## config.mk

```make
export PLATFORM = sky130hd
export DESIGN_NAME = minterm_sweeper
export DESIGN_NICKNAME = d
export VERILOG_FILES = /design/src/rtl/minterm_sweeper.sv
export SDC_FILE = /design/constraint.sdc
export NUM_CORES = 1
export LEC_CHECK = 0
export ABC_AREA = 1
export BUFFER_PORTS_ARGS = -buffer_cell sky130_fd_sc_hd__buf_2
export CORE_AREA = 2 2 45 47
export CTS_BUF_LIST = sky130_fd_sc_hd__clkbuf_4
export DETAILED_ROUTE_END_ITERATION = 8
export DIE_AREA = 0 0 47 49
export PLACE_DENSITY = 0.74
export SKIP_CTS_REPAIR_TIMING = 1
export SLEW_MARGIN = 30
export SYNTH_ARGS = -nofsm -noshare
export SYNTH_HDL_FRONTEND = slang
export SYNTH_SLANG_ARGS = --single-unit
```

## constraint.sdc

```tcl
create_clock -name clk -period 2.15 [get_ports clk]
set_clock_uncertainty 0.1 [all_clocks]
set_input_delay 0.3225 -clock clk [delete_from_list [all_inputs] [get_ports clk]]
set_output_delay 0.3225 -clock clk [all_outputs]
set_load 0.02 [all_outputs]
```

## src/rtl/minterm_sweeper.sv

```systemverilog
// Truth-table streamer: latches an SoP/PoS mask on start and emits one (idx, s) row per accepted cycle.
// Rows start the cycle after start. ready=0 holds the current row. done pulses once after the last transfer.
module minterm_sweeper #(
  parameter int N = 3
) (
  input  logic                clk,
  input  logic                rst,
  input  logic                start,
  input  logic                mode,
  input  logic [(2**N)-1:0]   mask_in,
  input  logic                ready,
  output logic                busy,
  output logic                valid,
  output logic [N-1:0]        idx,
  output logic                s,
  output logic [N:0]          ones,
  output logic                done
);
  localparam int M = 2**N;
  localparam logic [1:0] ST_IDLE  = 2'd0;
  localparam logic [1:0] ST_SWEEP = 2'd1;
  localparam logic [1:0] ST_DONE  = 2'd2;
  localparam logic [N-1:0] IDX_LAST = N'(M - 1);

  logic [1:0]   state_q, state_d;
  logic [M-1:0] mask_q, mask_d;
  logic         mode_q, mode_d;
  logic [N-1:0] idx_q, idx_d;
  logic [N:0]   ones_q, ones_d;
  logic         row_val;

  // PoS rows are the complement of the mask bit at that index.
  assign row_val = mask_q[idx_q] ^ mode_q;

  always_comb begin
    state_d = state_q;
    mask_d  = mask_q;
    mode_d  = mode_q;
    idx_d   = idx_q;
    ones_d  = ones_q;
    case (state_q)
      ST_IDLE: begin
        if (start) begin
          state_d = ST_SWEEP;
          mask_d  = mask_in;
          mode_d  = mode;
          idx_d   = '0;
          ones_d  = '0;
        end
      end
      ST_SWEEP: begin
        if (ready) begin
          ones_d = ones_q + (N+1)'(row_val);
          if (idx_q == IDX_LAST) begin
            state_d = ST_DONE;
          end else begin
            idx_d = idx_q + N'(1);
          end
        end
      end
      ST_DONE: state_d = ST_IDLE;
      default: state_d = ST_IDLE;
    endcase
  end

  always_ff @(posedge clk) begin
    if (rst) begin
      state_q <= ST_IDLE;
      mask_q  <= '0;
      mode_q  <= 1'b0;
      idx_q   <= '0;
      ones_q  <= '0;
    end else begin
      state_q <= state_d;
      mask_q  <= mask_d;
      mode_q  <= mode_d;
      idx_q   <= idx_d;
      ones_q  <= ones_d;
    end
  end

  assign busy  = (state_q != ST_IDLE);
  assign valid = (state_q == ST_SWEEP);
  assign done  = (state_q == ST_DONE);
  assign idx   = idx_q;
  assign s     = valid & row_val;
  assign ones  = ones_q;

endmodule

```

==> results.cfg <==
[outcome]
outcome = finished clean

[route]
vias = 798
ant_nets = 0
via_per_inst = 4.78
routed_wl_um = 1740
drc_errors = 0
dr.pass1.iters = 4
wl_per_cell_um = 10.4
drt_first_iter_violations = 8

[power]
p_leak_nw = 0.509
vdd_drop_max_uv = 464
powerDensity_nw_per_um2 = 651

[yosys]
synth_area_leaders = dfxtp_1 42%, a21oi_1 9.3%, nand2_1 7.8%
syn_inst = 116
synth_seq_cells = 18
syn_area_per_cell_um2 = 7.42
synth_cell_types = 19
synth.net_count = 133
syn_area_um2 = 861
synth_warnings = 0
async_flop_share_pct = 0
netlist_top_cells_count = 18 x dfxtp_1, 18 x nand2_1, 16 x a21oi_1, 16 x inv_1, 11 x nand3_1
ys.flop_type = dfxtp_1
yosys.area.top_type = dfxtp_1
synth_edf_count = 0
synth_top_cell_area_share_pct = 41.9
synth_seq_area_share_pct = 41.9

[cells_and_area]
layout.cells.non_filler = 167
layout-drive-gt1-share_pct = 25.0
syn_to_final_growth_pct = 18.3
fillers = 178
nets = 158
diodes = 0

[timing]
hold_viol = 0
min_period_over_period_pct = 89.1
timing.setup.tns_ps = 0
grt_setup_unrepaired = false
drv_slew = 0
tightestPinTransition_ps = 356
setup_viol = 0
fmax_mhz = 522
slew_headroom_pct = 76.2
fin_crit_ps = 1920

[floorplan]
row_count = 16
start_util_pct = 46.7
die_width_um = 47
die-area_um2 = 2300
die_h_um = 49
io_pins = 24
core-area_um2 = 1840

[placement]
dp_hpwl_um = 1330
gp_routability_congestion = 0.826
dp.cells = 163
port_buffers = 23

[clock_network]
cts_max_level = 1
clkLatencyLatePin_ps = 290
cts_root_buf = clkbuf_4
cts_buffers = 3
clk_pin_slew_ps = 100
cts.path.max_buffers = 2
cts_sinks = 18
cts_tree = built

[global_routing]
antenna_found_initial = 0
overflow = 0
grt_pass1_vias = 711
grt_pass1_wl_um = 2790
grt.total_usage_pct = 16.3
grt_max_degree = 21

[setup_path]
worstPathRequired_ps = 1730
cp-start-kind = flip-flop
crit_type = flip-flop to output port
crit_fanout = 8
cp.arrival_ps = 1490
cp-end-kind = output port

[flow_run]
drv_cap = 0

[min_path]
hold_path.class = input pin to flip-flop
cell type report:
cell class              instances  area (µm²)  share of cell area [%]
clock buffers                   3        22.5                    2.21
inverters                      19        72.6                    7.13
flip-flops and latches         18         362                    35.5
repair buffers                 23         115                    11.3
clock inverters                 1        3.75                   0.369
well taps                      27        33.8                    3.32
multi-input cells              76         409                    40.2
cell families after synthesis:
family	after synthesis	synth area share [%]
compound gates	26	15.1
fa+ha+maj	4	5.81
flops	18	41.9
simple gates	46	26.6
buf+inv	22	10.6
stage by stage:
step           area [µm²]  hold WS [ps]  setup slack (ps)  util (%)  power, W
2_1_floorplan         861           292               256         -  0.000464
3_3_place_gp          991           351               326      53.8  0.000497
3_5_place_dp          991           354               251      53.8  0.000500
4_1_cts              1020           171               124      55.2  0.000668
5_1_grt              1020           171               101      55.3  0.000702
6_report             1020           173               234      55.3  0.000663
worst max-delay path, cell delays in order (launching register included):
cell and delay, ps:
dfxtp_2 410, inv_1 100, nand2_1 80, nand3_1 60
nand3_1 100, nand2_1 60, nand2_1 50, nand2_1 60
nor2_1 100, buf_2 170
layer usage:
| metal | global-route usage (%) | wire [µm] | up-vias |
|---|---|---|---|
| li1 | - | - | 424 |
| met2 | 26.3 | 832 | 22 |
| met1 | 19.7 | 762 | 348 |
| met5 | 0 | 0 | - |
| met3 | 5.56 | 108 | 4 |
| met4 | 5.56 | 33 | 0 |
registers in the layout (all words and copies together) (netlist names):
signal / count
ones: 4
state_q: 2
mode_q: 1
mask_q: 8
idx: 3
final timing paths:
check / from / to / slack, ps / depth (start not counted)
worst max register to register: idx[0] / ones[2] / 340 / 11
worst max-delay path: idx[0] / s / 230 / 9
worst min-delay path: rst / ones[0] / 170 / 2
worst min register to register: mask_q[0] / mask_q[0] / 370 / 2
power breakdown:
part	internal, W	total [W]	switching, W
combinational	0.0000450	0.000129	0.0000842
sequential	0.000353	0.000364	0.0000102
clock	0.0000676	0.000170	0.000102
cell usage in the layout, fill, tap and decap left out:
cell,instances
nand3_2,1
nor2_1,6
nand2_1,18
a21oi_1,16
o21ai_1,1
nand2_2,1
o21ai_0,9
clkbuf_4,3
inv_1,16
nand3_1,11
nor2_4,1
nand2_4,2
clkinv_2,1
buf_2,23
dfxtp_1,17
ha_1,4
inv_2,2
and3_1,3
dfxtp_2,1
clkinv_1,1
nor3_1,3
No activity file was read; power rests on OpenSTA's default activity.
